===== src/rtl/alu_pipe.sv =====
// Two-stage pipelined Beta ALU execute unit with valid/ready handshakes.
// Stage 1 registers operands; stage 2 registers the selected result and adder flags.
module alu_pipe #(
  parameter int unsigned TAG_W = 5
) (
  input  logic             clk,
  input  logic             reset,
  input  logic             in_valid,
  output logic             in_ready,
  input  logic [31:0]      in_a,
  input  logic [31:0]      in_b,
  input  logic [5:0]       in_alufn,
  input  logic [TAG_W-1:0] in_tag,
  output logic             out_valid,
  input  logic             out_ready,
  output logic [31:0]      out_y,
  output logic             out_z,
  output logic             out_v,
  output logic             out_n,
  output logic             out_illegal,
  output logic [TAG_W-1:0] out_tag
);

  typedef enum logic [1:0] {
    GRP_ARITH = 2'b00,
    GRP_BOOL  = 2'b01,
    GRP_SHIFT = 2'b10,
    GRP_CMP   = 2'b11
  } grp_e;

  logic             s1_valid;
  logic [31:0]      s1_a;
  logic [31:0]      s1_b;
  logic [5:0]       s1_fn;
  logic [TAG_W-1:0] s1_tag;

  logic adv2;
  logic in_xfer;

  assign adv2     = s1_valid & (~out_valid | out_ready);
  assign in_ready = ~s1_valid | adv2;
  assign in_xfer  = in_valid & in_ready;

  grp_e        grp;
  logic        do_sub;
  logic [31:0] b_op;
  logic [31:0] sum;
  logic        zero;
  logic        ovf;
  logic        neg;
  logic        lt;
  logic [4:0]  shamt;

  assign grp    = grp_e'(s1_fn[5:4]);
  // Only group 00 with ALUFN[0]=0 adds; every other op derives flags from A-B.
  assign do_sub = ~((grp == GRP_ARITH) & ~s1_fn[0]);
  assign b_op   = do_sub ? ~s1_b : s1_b;
  assign sum    = s1_a + b_op + {31'b0, do_sub};
  assign zero   = (sum == '0);
  assign neg    = sum[31];
  assign ovf    = (s1_a[31] == b_op[31]) & (sum[31] != s1_a[31]);
  assign lt     = neg ^ ovf;
  assign shamt  = s1_b[4:0];

  logic [31:0] y;
  logic        ill;

  always_comb begin
    y   = '0;
    ill = 1'b0;
    case (grp)
      GRP_ARITH: y = sum;
      GRP_BOOL: begin
        for (int unsigned i = 0; i < 32; i++) begin
          y[i] = s1_fn[{1'b0, s1_b[i], s1_a[i]}];
        end
      end
      GRP_SHIFT: begin
        case (s1_fn[1:0])
          2'b00:   y = s1_a << shamt;
          2'b01:   y = s1_a >> shamt;
          2'b11:   y = 32'($signed(s1_a) >>> shamt);
          default: ill = 1'b1;
        endcase
      end
      GRP_CMP: begin
        case (s1_fn[2:1])
          2'b01:   y = {31'b0, zero};
          2'b10:   y = {31'b0, lt};
          2'b11:   y = {31'b0, zero | lt};
          default: ill = 1'b1;
        endcase
      end
    endcase
  end

  always_ff @(posedge clk) begin
    if (reset) begin
      s1_valid    <= 1'b0;
      s1_a        <= '0;
      s1_b        <= '0;
      s1_fn       <= '0;
      s1_tag      <= '0;
      out_valid   <= 1'b0;
      out_y       <= '0;
      out_z       <= 1'b0;
      out_v       <= 1'b0;
      out_n       <= 1'b0;
      out_illegal <= 1'b0;
      out_tag     <= '0;
    end else begin
      if (in_xfer) begin
        s1_valid <= 1'b1;
        s1_a     <= in_a;
        s1_b     <= in_b;
        s1_fn    <= in_alufn;
        s1_tag   <= in_tag;
      end else if (adv2) begin
        s1_valid <= 1'b0;
      end

      if (adv2) begin
        out_valid   <= 1'b1;
        out_y       <= y;
        out_z       <= zero;
        out_v       <= ovf;
        out_n       <= neg;
        out_illegal <= ill;
        out_tag     <= s1_tag;
      end else if (out_valid & out_ready) begin
        out_valid <= 1'b0;
      end
    end
  end

endmodule


===== config.mk =====
export PLATFORM = sky130hd
export DESIGN_NAME = alu_pipe
export DESIGN_NICKNAME = d
export VERILOG_FILES = /design/src/rtl/alu_pipe.sv
export SDC_FILE = /design/constraint.sdc
export NUM_CORES = 1
export LEC_CHECK = 0
export CAP_MARGIN = 20
export CORE_MARGIN = 5
export CORE_UTILIZATION = 53
export DETAILED_ROUTE_END_ITERATION = 10
export GPL_ROUTABILITY_DRIVEN = 0
export HOLD_SLACK_MARGIN = 0.06
export PLACE_DENSITY_LB_ADDON = 0.05
export SETUP_SLACK_MARGIN = 0.05
export SLEW_MARGIN = 30
export SYNTH_ARGS = -nofsm -noshare
export SYNTH_HDL_FRONTEND = slang
export SYNTH_SLANG_ARGS = --single-unit

===== constraint.sdc =====
create_clock -name clk -period 3.7 [get_ports clk]
set_clock_uncertainty 0.05 [all_clocks]
set_input_delay 0.74 -clock clk [delete_from_list [all_inputs] [get_ports clk]]
set_output_delay 0.74 -clock clk [all_outputs]
set_load 0.01 [all_outputs]

==> qor.json <==
{
  "timing": {
    "maxSlewHeadroom": 0.254,
    "achievable-frequency_mhz": 277,
    "unrepaired_setup_endpoints_after_global_routing": "yes",
    "final_hold_viol_count": 0,
    "postLayoutSetupSlackWorst_ns": 0.0874,
    "period_share": 0.976,
    "final_period_minus_worst_setup_slack_ns": 3.61,
    "setup_viol": 0,
    "timing.final.max_slew_violations": 0,
    "worst_pin_slew_ns": 1.11
  },
  "worst_setup_path": {
    "r2r_slack_ns": 0.09,
    "r2r_cells": 13,
    "start_kind": "flip-flop",
    "worst_setup_path_end_kind": "flip-flop",
    "crit_path_cell_trace": "nor3_4 > buf_12 > clkbuf_16 > xnor2_1 > ha_1 > a21oi_1 > o21ai_0 > a21o_1 > a2111oi_2 > nor3_1 > o21ai_0 > o211ai_1 > a21oi_1",
    "critical_path_class": "flip-flop to flip-flop",
    "regToRegEndpoint": "out_y[17]",
    "critical_path_required_ns": 4.01,
    "critPathMaxStageDelay_ns": 0.45,
    "critPathTopFamily": "compound AO/OA/AOI/OAI gates",
    "depth_of_the_critical_timing_path_with_buffers_and_inverters_included": 13,
    "critPathMaxFanout": 7,
    "critical_path.n_buffers_inverters": 2,
    "arrival_time_of_the_worst_setup_path_ns": 3.92,
    "crit_start": "s1_fn[0]",
    "timing.rr.start": "s1_fn[0]",
    "crit_path_top_delay_cell": "a2111oi_2"
  },
  "yosys": {
    "syn_inst": 1414,
    "synth-async-reset-ratio": 0,
    "synth_area_leaders": "dfxtp_1 21%, mux4_2 19%, a21oi_1 8.3%",
    "post_synth_num_cell_types": 75,
    "count_of_warnings_emitted_by_yosys": 0,
    "flops_latches_synth": 118,
    "dominantRegCellSynth": "dfxtp_1",
    "post_synthesis_sequential_area_ratio": 0.207,
    "synth.net_count": 1527,
    "ys_top_cells_by_count": "249 x nand2_1, 189 x a21oi_1, 118 x clkbuf_1, 118 x dfxtp_1, 96 x mux4_2",
    "mappedNetlistArea_um2": 11400,
    "post_synth.cell_area_avg_um2": 8.05,
    "synthDominantCellAreaShare": 0.207,
    "synth-edff-count": 0,
    "post-synth-top-count-cell": "nand2_1",
    "yosys.area.top_type": "dfxtp_1"
  },
  "hold_path": {
    "min-delay-start": "out_tag[0]",
    "holdPathEnd": "out_tag[0]",
    "min_path_type": "flip-flop to flip-flop",
    "worstHoldPathCells": 2
  },
  "cts": {
    "clock_tree_from_tritoncts": "yes",
    "cts.clk_slew.worst_paths_ns": 0.08,
    "cts-buffers-inserted": 17,
    "htree_levels": 4,
    "numClockSinks": 118,
    "cts_root_buffer": "clkbuf_16",
    "hold_buffers": 0,
    "clock_path_buffers": 2,
    "clkLatencyLatePin_ns": 0.43
  },
  "floorplanning": {
    "fp.dieArea_um2": 24500,
    "design.core.area_um2": 21100,
    "std_cell_rows": 53,
    "die_span_in_y_um": 157,
    "dieWidth_um": 157,
    "start_util": 0.540,
    "ports": 122
  },
  "finish": {
    "final_design_area_no_fill_um2": 13900,
    "num_antenna_cells": 0,
    "final_layout_size_suffix_gt1_frac": 0.201,
    "finish.net_count": 1608,
    "area_growth_pct": 22.3
  },
  "global_routing": {
    "grtUsageTotal": 0.343,
    "global_route_wire_length_before_repair_um": 65600,
    "grt_antenna_before_repair": 0,
    "grt_start_max_net_pins": 78,
    "first_global_vias": 11300,
    "global_route.overflow_total": 0
  },
  "drt": {
    "via_total_after_detailed_routing": 12100,
    "route.final.wire_length_um": 42300,
    "post_drt_via_cell_ratio": 6.81,
    "drt-pass1-iter-count": 6,
    "drc": 0,
    "drt_first_iter_violations": 1717,
    "wire_per_inst_um": 23.8,
    "ant_nets": 0
  },
  "flow_run": {
    "timing.max_cap.violations": 0
  },
  "power_and_ir_drop": {
    "peak_supply_drop_mv": 0.336,
    "power_density_nw_per_um2": 374,
    "leakagePower_uw": 0.00504
  },
  "placed_design": {
    "pre_cts_slack_ns": -0.0584,
    "placed_area_um2": 13100,
    "dpl.hpwl_um": 31400,
    "port_buffers": 121
  },
  "run_status": {
    "status": "complete, no violations"
  }
}
==> repair_timing <==
item                       in CTS  in global routing
pin swaps                       1                 10
resized for setup               4                 53
buffers inserted                2                  4
cloned                          0                  1
setup endpoints to repair       4                 16
==> worst max-delay path by stage <==
| stage | end |
|---|---|
| after floorplan | out_z |
| after global placement | out_z |
| after detailed placement | out_z |
| after CTS | out_z |
| after global routing | out_z |
| final | out_y[17] |
==> power breakdown <==
group / internal (µW) / switching (µW)
Clock: 899 / 783
Sequential: 1350 / 79.5
Combinational: 898 / 1200
==> registers in the layout, indices dropped and copies added, names as in the netlist <==
name,flops
out_z,1
out_y,32
out_illegal,1
s1_b,32
s1_fn,6
out_v,1
out_n,1
out_tag,5
s1_tag,5
out_valid,1
s1_valid,1
s1_a,32
==> kinds of logic after synthesis <==
| group | count (synthesis) | share of synthesized area |
|---|---|---|
| AND/OR/NAND/NOR | 457 | 0.176 |
| flip-flops | 118 | 0.207 |
| buffers and inverters | 161 | 0.0567 |
| adder cells (fa/ha/maj) | 35 | 0.0389 |
| multiplexers | 166 | 0.253 |
| AO/OA/AOI/OAI | 427 | 0.229 |
| XOR/XNOR | 50 | 0.0385 |
==> metal layers <==
layer  vias to the layer above  part of all wire  GRT usage
met1                      5754              0.39      0.471
met2                       829              0.44      0.527
met3                       175              0.12     0.0744
met4                         0             0.054      0.143
li1                       5388                 -          -
met5                         -                 0          0
==> tightest hold or removal path: stages (launching register included) <==
cell     delay [ns]
dfxtp_1        0.31
nand2_1        0.05
a21oi_1        0.05
==> layout make-up <==
type	count	area (µm²)
timing repair buffer	211	2000
clock buffer	17	425
fill	1882	7160
inverter	12	45.0
sequential	118	2370
clock inverter	15	154
multi-input combinational	1135	8590
tap	275	344
==> layout by cell type, fill, tap and decap left out, types with 5 or more instances in the layout <==
cell type,netlist,layout
nand2_1,249,247
a21oi_1,189,178
clkdlybuf4s50_1,0,120
dfxtp_1,118,112
mux4_2,96,96
nor2_1,95,94
buf_4,5,82
o21ai_0,79,69
mux2i_1,53,52
xnor2_1,39,38
ha_1,33,28
o211ai_1,20,20
clkbuf_16,0,18
nand3_1,17,17
mux2_2,17,17
nor3_1,20,16
a21o_1,14,14
o21a_1,13,13
a22oi_1,13,12
a21oi_2,1,12
a211oi_1,14,11
inv_1,10,10
o21ai_1,3,10
and2_1,11,10
or3_1,10,10
o221ai_1,11,10
xor2_1,11,10
a221oi_1,11,9
o22ai_1,8,8
nor2b_1,8,7
nand4_1,7,7
and3_1,7,7
buf_12,0,7
nand2b_1,5,5
a31oi_1,5,5
nand3b_1,5,5
ha_2,0,5
inv_6,0,5
dfxtp_2,0,5
==> metrics by stage <==
stage / util / TNS, ns / hold WS [ns] / instances / power (µW)
2_1_floorplan: - / 0 / 0.382 / 1414 / 2690
4_1_cts: 0.649 / 0 / 0.405 / 1778 / 5060
6_report: 0.660 / 0 / 0.402 / 1783 / 5200
3_3_place_gp: 0.619 / 0 / 0.387 / 1744 / 3350
3_5_place_dp: 0.619 / -0.0584 / 0.395 / 1744 / 3370
5_1_grt: 0.660 / -0.0347 / 0.417 / 1783 / 5420
No activity file was read; power rests on OpenSTA's default activity.
